[config.mk]
export PLATFORM = sky130hd
export DESIGN_NAME = div_ctrl
export DESIGN_NICKNAME = d
export VERILOG_FILES = /design/src/rtl/div_ctrl.sv
export SDC_FILE = /design/constraint.sdc
export NUM_CORES = 1
export LEC_CHECK = 0
export ABC_AREA = 1
export ABC_CLOCK_PERIOD_IN_PS = 20400
export CAP_MARGIN = 5
export CORE_ASPECT_RATIO = 0.75
export CORE_MARGIN = 1
export CORE_UTILIZATION = 40
export DETAILED_ROUTE_END_ITERATION = 12
export PLACE_DENSITY = 0.62
export SLEW_MARGIN = 25
export SYNTH_ARGS = -nofsm -noshare
export SYNTH_HDL_FRONTEND = slang
export SYNTH_SLANG_ARGS = --single-unit
[constraint.sdc]
create_clock -name clk -period 20.4 [get_ports clk]
set_input_delay 4.08 -clock clk [delete_from_list [all_inputs] [get_ports clk]]
set_output_delay 4.08 -clock clk [all_outputs]
set_load 0.005 [all_outputs]
[src/rtl/div_ctrl.sv]
// div_ctrl: bus-mapped front end for the iterative unsigned divider core,
// handling sign conversion, div-by-zero/overflow shortcuts and core timeouts.
module div_ctrl #(
  parameter int TIMEOUT = 127
) (
  input  logic        clk,
  input  logic        reset,
  input  logic        cs,
  input  logic        rd,
  input  logic        wr,
  input  logic [4:0]  addr,
  input  logic [31:0] d_in,
  output logic [31:0] d_out,
  output logic [31:0] div_dv,
  output logic [31:0] div_dr,
  output logic        div_init,
  input  logic        div_ready,
  input  logic [31:0] div_result,
  output logic        irq
);
  typedef enum logic [2:0] {IDLE, PRE, LAUNCH, WAIT_LO, WAIT_HI, POST} state_t;
  state_t state;
  logic [31:0] dvnd, dvsr, quot, q, cnt, rdata;
  logic [2:0] sel;
  logic sgn, ie, busy, done, div0, ovf, tmo, neg, we, unused;
  assign unused = ^addr[1:0];
  assign irq = done & ie;
  always_comb begin
    sel = addr[4:2];
    we = cs & wr & ~busy;
    rdata = sel == 3'd0 ? dvnd :
            sel == 3'd1 ? dvsr :
            sel == 3'd2 ? {29'd0, ie, sgn, 1'b0} :
            sel == 3'd3 ? {27'd0, tmo, ovf, div0, done, busy} :
            sel == 3'd4 ? quot : 32'd0;
  end
  // Only IDLE has busy low, so any accepted start write comes from IDLE.
  always_ff @(posedge clk or posedge reset) begin
    if (reset) begin
      state <= IDLE;
      dvnd <= '0;
      dvsr <= '0;
      quot <= '0;
      q <= '0;
      cnt <= '0;
      sgn <= 1'b0;
      ie <= 1'b0;
      busy <= 1'b0;
      done <= 1'b0;
      div0 <= 1'b0;
      ovf <= 1'b0;
      tmo <= 1'b0;
      neg <= 1'b0;
      d_out <= '0;
      div_dv <= '0;
      div_dr <= '0;
      div_init <= 1'b0;
    end else begin
      d_out <= cs & rd ? rdata : '0;
      div_init <= 1'b0;
      if (we && sel == 3'd0) dvnd <= d_in;
      if (we && sel == 3'd1) dvsr <= d_in;
      if (we && sel == 3'd2) begin
        sgn <= d_in[1];
        ie <= d_in[2];
      end
      case (state)
        IDLE: if (we && sel == 3'd2 && d_in[0]) begin
          done <= 1'b0;
          div0 <= 1'b0;
          ovf <= 1'b0;
          tmo <= 1'b0;
          busy <= 1'b1;
          state <= PRE;
        end
        PRE: begin
          cnt <= '0;
          if (dvsr == 32'd0) begin
            q <= 32'hFFFF_FFFF;
            div0 <= 1'b1;
            state <= POST;
          end else if (sgn && dvnd == 32'h8000_0000 && dvsr == 32'hFFFF_FFFF) begin
            q <= 32'h8000_0000;
            ovf <= 1'b1;
            state <= POST;
          end else begin
            div_dv <= sgn && dvnd[31] ? -dvnd : dvnd;
            div_dr <= sgn && dvsr[31] ? -dvsr : dvsr;
            neg <= sgn & (dvnd[31] ^ dvsr[31]);
            div_init <= 1'b1;
            state <= LAUNCH;
          end
        end
        LAUNCH: state <= WAIT_LO;
        WAIT_LO: if (!div_ready) begin
          cnt <= '0;
          state <= WAIT_HI;
        end else if (cnt == 32'd7) begin
          tmo <= 1'b1;
          q <= '0;
          state <= POST;
        end else cnt <= cnt + 32'd1;
        WAIT_HI: if (div_ready) begin
          q <= neg ? -div_result : div_result;
          state <= POST;
        end else if (cnt == 32'(TIMEOUT - 1)) begin
          tmo <= 1'b1;
          q <= '0;
          state <= POST;
        end else cnt <= cnt + 32'd1;
        POST: begin
          quot <= q;
          done <= 1'b1;
          busy <= 1'b0;
          state <= IDLE;
        end
        default: state <= IDLE;
      endcase
    end
  end
endmodule
==> impl_metrics.env, run 1 <==
export IMPL_outcome="finished, final reports clean"
export IMPL_critPathCaptureType="flip-flop"
export IMPL_die_h_um=170
export IMPL_drc=0
export IMPL_syn_area_um2=15100
export IMPL_slew_violations=0
export IMPL_cts_tree="built"
export IMPL_crit_family="buffers and inverters"
export IMPL_portBuffers=170
export IMPL_maxCapViolations=0
export IMPL_placementRows=61
export IMPL_clock_sinks=268
export IMPL_dieArea_um2=38600
export IMPL_post_dp_hpwl_um=35300
export IMPL_drive_above_1_share_pct=4.47
export IMPL_path_max_fanout=41
export IMPL_cts_inserted_buffers=29
export IMPL_r2r_end="q[24]"
export IMPL_h_tree_depth=1
export IMPL_grt_max_degree=127
export IMPL_seq_area_frac_synth_pct=44.3
export IMPL_synth_nets=2218
export IMPL_arrival_ns=7.62
export IMPL_diodes=0
export IMPL_area_growth_pct=20.2
export IMPL_setup_tns_ns=0
export IMPL_timing_final_crit_share_pct=35.3
export IMPL_final_cell_mix="709 x nand2_1, 268 x dfrtp_1, 249 x nor2_1, 234 x o21ai_0, 187 x inv_1"
export IMPL_r2r_cells=12
export IMPL_hold_end="quot[24]"
export IMPL_ff2ff_setup_slack_ns=16.84
export IMPL_hold_slack_ns=0.462
export IMPL_nNetsFinal=2342
export IMPL_mostFrequentLayoutCell="nand2_1"
export IMPL_ys_flop_type="dfrtp_1"
export IMPL_drtPass1Iterations=5
export IMPL_cp_common_cell="o21ai_0"
export IMPL_wl_um=47700
export IMPL_grt_pass1_vias=13200
export IMPL_cts_resized=0
export IMPL_drt_iter0_markers=1289
export IMPL_synth_enable_flop_cells=0
export IMPL_gp_congestion=0.913
export IMPL_slowest_stage="clkdlybuf4s50_1"
export IMPL_yosys_warnings=0
export IMPL_postSynthCellCount=2137
export IMPL_grt_pass1_wl_um=74700
export IMPL_clk_path_buf_depth=3
export IMPL_crit_path_start_kind="input pin"
export IMPL_async_reset_ff_share_pct=100
export IMPL_path_cells="clkdlybuf4s50_1 > inv_1 > nor2_4 > nor2_1 > nand3_1 > buf_4 > inv_2 > o21ai_0 > o21ai_0"
export IMPL_wire_per_inst_um=17.1
export IMPL_synth_avg_cell_area_um2=7.08
export IMPL_grt_overflow=0
export IMPL_clock_latency_ns=0.58
export IMPL_drtAntennaViolNets=0
export IMPL_num_io_pins=173
export IMPL_viasPerCell=5.16
export IMPL_synth_distinct_cells=43
export IMPL_ys_ff_latch=268
export IMPL_core_um2=37200
export IMPL_nFillCells=3758
export IMPL_clk_pin_slew_ns=0.06
export IMPL_min_delay_start="quot[24]"
export IMPL_path_class="input pin to flip-flop"
export IMPL_p_per_area_nw_per_um2=119
export IMPL_max_freq_ghz=0.139
export IMPL_setup_violations=0
export IMPL_cts_root_buf="clkbuf_16"
export IMPL_initial_core_util_pct=40.7
export IMPL_via_count=14400
export IMPL_slowest_delay_ns=1.09
export IMPL_fin_crit_ns=7.20
export IMPL_rsz0062_at_grt="no"
export IMPL_cp_num_buf_inv=4
export IMPL_antenna_found_initial=0
export IMPL_hold_violations=0
export IMPL_whs_path_depth=2
export IMPL_hold_buffers=0
export IMPL_timing_rr_start="dvnd[0]"
export IMPL_p_leak_uw=0.00831
export IMPL_fp_dieW_um=227
export IMPL_critPathRequiredTime_ns=20.82
export IMPL_postCtsSetupBuffers=0
export IMPL_skew_ns=0.0375
export IMPL_worstMarginPinSlew_ns=1.07
export IMPL_slew_headroom_pct=28.5
export IMPL_min_path_type="flip-flop to flip-flop"
export IMPL_grt_usage_pct=25.0
export IMPL_peakVddDrop_mv=0.0825
[area by class of cell]
cell class	instances	area [um2]	area share [%]
multi-input combinational	1584	7310	40.2
sequential	268	6710	36.9
timing repair buffer	178	1770	9.72
clock buffer	39	833	4.58
inverter	200	758	4.17
tap	504	631	3.47
clock inverter	14	189	1.04
[synthesized netlist by cell type, drive strengths merged (2+ instances only)]
master  count  area [um2]
o211ai      3        22.5
o221ai      4        35.0
xnor2       8        70.1
and2        3        18.8
o21ai     251        1310
nor3       34         175
ha          6        75.1
a221oi     20         175
nand3b      6        45.0
inv       199         747
nand2     715        2690
buf        34         221
a21oi      38         194
a211oi      4        30.0
dfrtp     268        6710
nor2      256         995
o22ai       2        12.5
nand4      16         100
o31ai       4        30.0
clkbuf     51         193
xor2       53         464
nand3     156         791
[worst register-to-register path, cell delays in order, from the launching register on]
cell	delay, ns
dfrtp_1	0.37
inv_1	0.20
ha_1	0.24
nand3_1	0.19
nor2_4	0.24
nand2_1	0.12
nor2_1	0.17
nand3_1	0.16
nand3_4	0.40
nand2_2	0.67
inv_1	0.54
nand2_1	0.11
nand2_1	0.08
[worst max path at each step]
| stage | depth (start not counted) | slack [ns] | from | endpoint |
|---|---|---|---|---|
| 5_1_grt | 9 | 12.96 | div_ready | cnt[7] |
| 3_3_place_gp | 9 | 12.05 | div_ready | cnt[7] |
| 2_1_floorplan | 1 | 8.94 | reset | busy |
| 3_5_place_dp | 9 | 12.73 | div_ready | cnt[3] |
| 4_1_cts | 9 | 13.32 | div_ready | cnt[3] |
| 6_report | 9 | 13.20 | div_ready | cnt[7] |
[stage by stage]
stage | util [%] | setup slack, ns | power (uW) | instances | area (um2)
floorplan | - | 8.94 | 1310 | 2137 | 15100
global placement | 46.1 | 12.05 | 1590 | 2733 | 17100
detailed placement | 46.1 | 12.73 | 1600 | 2733 | 17100
CTS | 48.9 | 13.32 | 2170 | 2786 | 18200
global route | 48.9 | 12.96 | 2310 | 2787 | 18200
finish | 48.9 | 13.20 | 2160 | 2787 | 18200
[registers in the layout, indices dropped and copies added (netlist names), 3 cells and up]
signal and flops:
cnt 32, d_out 32, div_dr 32, div_dv 32
dvnd 32, dvsr 32, q 32, quot 32
state 3
[routing by layer]
metal  GRT usage [%]  up-vias  wire length (um)
met5               0        -                 0
met4            7.26        0              1310
met3            3.07       73              3150
met2            37.0      506             20000
met1            37.7     6699             23200
li1                -     7099                 -
[power breakdown]
part	internal (uW)	leakage [uW]	total (uW)	switching, uW
Combinational	277	0.00423	783	506
Sequential	672	0.00358	821	148
Clock	337	0.000497	560	224
[cell families after synthesis]
group                      share of synthesized area (%)
AOI/OAI and AO/OA                                   12.1
buffers and inverters                               7.69
DFF                                                 44.3
adders and majority gates                          0.496
xor gates and xnor gates                            3.53
and+or+nand+nor                                     31.9
(Power assumes the default switching activity.)
==> run 2: changes to the inputs <==
- ABC_CLOCK_PERIOD_IN_PS: 20400 -> 6850
- clock period: 20.4 -> 6.85 ns (I/O delays scaled with it)
==> run 2 against run 1 <==
Effect of this change: cell count rose by 0.14%; sequential power rose to 3.0 times the previous value; sequential share of layout area fell by 0.056 points; critical path depth did not move; first-iteration DRC count rose by 4.7%.
==> impl_metrics.env, run 2 (synthesis gave the netlist of run 1 again) <==
export IMPL_peakVddDrop_mv=0.204
export IMPL_path_max_fanout=47
export IMPL_p_switching_uw=2610
export IMPL_max_freq_ghz=0.227
export IMPL_skew_ns=0.0284
export IMPL_setup_violations=0
export IMPL_critPathCaptureType="flip-flop"
export IMPL_drtPass1Iterations=7
export IMPL_p_comb_share_pct=36.4
export IMPL_cts_root_buf="clkbuf_16"
export IMPL_initial_core_util_pct=40.7
export IMPL_hold_violations=0
export IMPL_post_dp_hpwl_um=35500
export IMPL_arrival_ns=4.90
export IMPL_postCtsSetupBuffers=0
export IMPL_placementRows=61
export IMPL_grt_pass1_wl_um=75400
export IMPL_via_count=14400
export IMPL_ff2ff_setup_slack_ns=3.28
export IMPL_clock_latency_ns=0.57
export IMPL_mostFrequentLayoutCell="nand2_1"
export IMPL_maxCapViolations=0
export IMPL_power_uw=6440
export IMPL_min_path_type="flip-flop to flip-flop"
export IMPL_die_h_um=170
export IMPL_num_io_pins=173
export IMPL_slew_violations=0
export IMPL_final_cell_mix="709 x nand2_1, 268 x dfrtp_1, 249 x nor2_1, 234 x o21ai_0, 188 x inv_1"
export IMPL_p_per_area_nw_per_um2=353
export IMPL_antenna_found_initial=1
export IMPL_critPathRequiredTime_ns=7.34
export IMPL_cts_tree="built"
export IMPL_grt_pass1_vias=13300
export IMPL_outcome="finished, final reports clean"
export IMPL_clk_path_buf_depth=3
export IMPL_grt_usage_pct=25.1
export IMPL_utilization_pct=49.0
export IMPL_fin_crit_ns=4.41
export IMPL_grt_max_degree=130
export IMPL_timing_final_crit_share_pct=64.4
export IMPL_p_sw_share_pct=40.6
export IMPL_drc=0
export IMPL_drtAntennaViolNets=0
export IMPL_internal_power_uw=3820
export IMPL_core_um2=37200
export IMPL_path_cells="clkdlybuf4s50_1 > inv_1 > a21oi_2 > nand2_2 > nor2_8 > nand2_2 > inv_1 > nand2_1 > nand2_1"
export IMPL_slew_headroom_pct=35.2
export IMPL_drive_above_1_share_pct=4.55
export IMPL_rsz0062_at_grt="no"
export IMPL_stdcell_area_um2=18200
export IMPL_dpl_cell_area_um2=17200
export IMPL_fp_dieW_um=227
export IMPL_clk_pin_slew_ns=0.06
export IMPL_crit_path_start_kind="input pin"
export IMPL_hold_buffers=0
export IMPL_slowest_delay_ns=1.10
export IMPL_hold_slack_ns=0.464
export IMPL_wire_per_inst_um=17.1
export IMPL_portBuffers=170
export IMPL_p_seq_share_pct=38.0
export IMPL_gp_congestion=0.928
export IMPL_wl_um=47800
export IMPL_path_class="input pin to flip-flop"
export IMPL_drt_iter0_markers=1350
export IMPL_grt_overflow=0
export IMPL_clock_power_share_pct=25.6
export IMPL_area_growth_pct=20.3
export IMPL_clock_sinks=268
export IMPL_nNetsFinal=2347
export IMPL_setup_tns_ns=0
export IMPL_h_tree_depth=1
export IMPL_slowest_stage="clkdlybuf4s50_1"
export IMPL_cts_resized=0
export IMPL_dieArea_um2=38600
export IMPL_worstMarginPinSlew_ns=0.968
export IMPL_p_leak_uw=0.00834
export IMPL_viasPerCell=5.17
export IMPL_cts_inserted_buffers=29
[run 2: layer usage]
layer / vias up / wire [um] / global-route usage (%)
met5: - / 0 / 0
met4: 0 / 1410 / 7.61
met3: 75 / 3210 / 3.47
met2: 490 / 20000 / 36.5
met1: 6758 / 23200 / 38.1
li1: 7118 / - / -
[run 2: worst max-delay path, delay by kind of cell]
kind                   cells  cell delay [ns]
buffers and inverters      3             2.22
and+or+nand+nor            5             1.02
AOI/OAI and AO/OA          1             0.25
[run 2: per-stage QoR]
step / std cells / setup slack (ns)
3_3_place_gp: 2737 / 1.93
6_report: 2791 / 2.44
3_5_place_dp: 2737 / 1.86
5_1_grt: 2791 / 2.14
4_1_cts: 2788 / 2.45
2_1_floorplan: 2137 / 1.94
[run 2: worst paths after layout]
path                                   end  cells past startpoint      start
max in group asynchronous         d_out[6]                      4      reset
min in group asynchronous       div_dr[15]                      2      reset
worst max-delay path                 q[28]                      9  div_ready
worst max register to register       q[28]                     12    dvnd[0]
worst min-delay path               quot[7]                      2    quot[7]
worst min register to register     quot[7]                      2    quot[7]
[run 2: layout make-up]
| cell class | instances | area, um2 |
|---|---|---|
| diodes | 1 | 2.50 |
| clock buffers | 38 | 810 |
| clock inverters | 13 | 188 |
| fillers | 3766 | 18900 |
| inverters | 200 | 754 |
| multi-input cells | 1584 | 7300 |
| flip-flops and latches | 268 | 6710 |
| well taps | 504 | 631 |
| repair buffers | 183 | 1830 |
[run 2: power by group through the flow]
| stage | clock [uW] | combinational [uW] | sequential, uW |
|---|---|---|---|
| after floorplan | 0 | 1590 | 2300 |
| after global placement | 0 | 2280 | 2450 |
| after detailed placement | 0 | 2320 | 2460 |
| after CTS | 1690 | 2330 | 2430 |
| after global routing | 1750 | 2640 | 2490 |
| final | 1650 | 2340 | 2450 |
==> run 3: changes to the inputs <==
- ABC_CLOCK_PERIOD_IN_PS: 6850 -> 3900
- PLACE_DENSITY: 0.62 -> 0.64
- clock period: 6.85 -> 3.9 ns (I/O delays scaled with it)
==> run 3 against run 2 <==
Effect of this change: count of clock-buffer cells in the layout fell by 2; first-iteration DRC count fell by 2.1%; sequential power is 76% higher; clock skew down 0.018 ns; core utilization rose by 0.18 points; cell count increased by 0.50%.
==> impl_metrics.env, run 3 (synthesis gave the netlist of run 1 again) <==
export IMPL_place_inst=2752
export IMPL_num_io_pins=173
export IMPL_final_instance_count_excl_fill=2805
export IMPL_critPathCaptureType="flip-flop"
export IMPL_outcome="finished, final reports clean"
export IMPL_rsz0062_at_grt="no"
export IMPL_h_tree_depth=1
export IMPL_hold_violations=0
export IMPL_via_count=14400
export IMPL_drtPass1Iterations=5
export IMPL_core_um2=37200
export IMPL_setup_tns_ns=0
export IMPL_clock_power_share_pct=25.0
export IMPL_die_h_um=170
export IMPL_slew_headroom_pct=51.6
export IMPL_clk_pin_slew_ns=0.06
export IMPL_drive_above_1_share_pct=5.05
export IMPL_initial_core_util_pct=40.7
export IMPL_grt_pass1_vias=13200
export IMPL_p_leak_uw=0.00836
export IMPL_viasPerCell=5.14
export IMPL_grt_max_degree=110
export IMPL_cts_root_buf="clkbuf_16"
export IMPL_grt_overflow=0
export IMPL_p_switching_uw=4620
export IMPL_clock_latency_ns=0.57
export IMPL_post_dp_hpwl_um=36000
export IMPL_skew_ns=0.0107
export IMPL_p_comb_share_pct=36.7
export IMPL_peakVddDrop_mv=0.470
export IMPL_p_seq_share_pct=38.3
export IMPL_slew_violations=0
export IMPL_gp_congestion=0.920
export IMPL_p_per_area_nw_per_um2=617
export IMPL_grt_usage_pct=24.8
export IMPL_timing_final_crit_share_pct=77.6
export IMPL_placementRows=61
export IMPL_internal_power_uw=6660
export IMPL_arrival_ns=3.53
export IMPL_setup_violations=0
export IMPL_mostFrequentLayoutCell="nand2_1"
export IMPL_cts_inserted_buffers=28
export IMPL_grt_pass1_wl_um=73900
export IMPL_wl_um=47500
export IMPL_postCtsSetupBuffers=0
export IMPL_worstMarginPinSlew_ns=0.726
export IMPL_drc=0
export IMPL_hold_buffers=0
export IMPL_maxCapViolations=0
export IMPL_crit_path_start_kind="flip-flop"
export IMPL_fin_crit_ns=3.03
export IMPL_fp_dieW_um=227
export IMPL_cts_resized=0
export IMPL_max_freq_ghz=0.330
export IMPL_wire_per_inst_um=16.9
export IMPL_path_max_fanout=34
export IMPL_path_class="flip-flop to flip-flop"
export IMPL_drt_iter0_markers=1321
export IMPL_p_sw_share_pct=40.9
export IMPL_portBuffers=170
export IMPL_area_growth_pct=20.8
export IMPL_nNetsFinal=2359
export IMPL_cts_tree="built"
export IMPL_final_cell_mix="710 x nand2_1, 268 x dfrtp_1, 249 x nor2_1, 234 x o21ai_0, 189 x inv_1"
export IMPL_clock_sinks=268
export IMPL_hold_slack_ns=0.467
export IMPL_dieArea_um2=38600
export IMPL_clk_path_buf_depth=3
export IMPL_min_path_type="flip-flop to flip-flop"
export IMPL_antenna_found_initial=2
export IMPL_drtAntennaViolNets=0
export IMPL_critPathRequiredTime_ns=4.40
[run 3: cell types whose count changed in the layout (fill, tap and decap cells not counted), sizes merged]
cell      before  now
buf           13   26
bufinv         4    3
clkbuf        38   36
clkinvlp       1    3
diode          1    2
inv          200  201
[run 3: power groups by stage]
| stage | sequential, uW | clock, uW | combinational, uW |
|---|---|---|---|
| global route | 4400 | 2980 | 4660 |
| floorplan | 4040 | 0 | 2800 |
| finish | 4310 | 2820 | 4140 |
| detailed placement | 4330 | 0 | 4110 |
| CTS | 4290 | 2870 | 4140 |
| global placement | 4330 | 0 | 4030 |
[run 3: worst max-delay path, cell delays in order (launching register included)]
cell	delay, ns
dfrtp_1	0.38
inv_1	0.18
ha_1	0.23
nand3_1	0.18
nor2_4	0.23
nand2_1	0.10
nor2_1	0.16
nand3_1	0.17
nand3_4	0.27
nand2_2	0.45
inv_1	0.43
nand2_1	0.10
nand2_1	0.07
[run 3: worst paths after layout]
| kind | startpoint | to | slack, ns | depth (start not counted) |
|---|---|---|---|---|
| worst max-delay path | dvnd[0] | q[23] | 0.87 | 12 |
| worst max register to register | dvnd[0] | q[23] | 0.87 | 12 |
| max in group asynchronous | reset | div_dv[26] | 2.40 | 4 |
| min in group asynchronous | reset | div_dr[21] | 0.66 | 3 |
| worst min-delay path | quot[23] | quot[23] | 0.47 | 2 |
| worst min register to register | quot[23] | quot[23] | 0.47 | 2 |
[run 3: routing by layer]
layer / global-route usage, % / vias to the layer above / wire length, um
met1: 37.0 / 6685 / 22600
met5: 0 / - / 0
li1: - / 7130 / -
met2: 36.7 / 528 / 20200
met3: 4.21 / 69 / 3520
met4: 6.96 / 0 / 1250
[run 3: cell type report]
type | count | area [um2]
Sequential cell | 268 | 6710
Inverter | 200 | 754
Fill cell | 3747 | 18900
Antenna cell | 2 | 5.00
Clock inverter | 15 | 174
Timing Repair Buffer | 196 | 1930
Tap cell | 504 | 631
Clock buffer | 36 | 792
Multi-Input combinational cell | 1584 | 7290
[run 3: stage by stage]
stage / power (uW) / instance area (um2) / setup WS [ns] / utilization, %
detailed placement: 8440 / 17300 / 0.713 / 46.6
finish: 11300 / 18300 / 0.873 / 49.2
global route: 12000 / 18300 / 0.650 / 49.2
global placement: 8350 / 17300 / 0.775 / 46.6
floorplan: 6840 / 15100 / -0.419 / -
CTS: 11300 / 18300 / 0.896 / 49.2
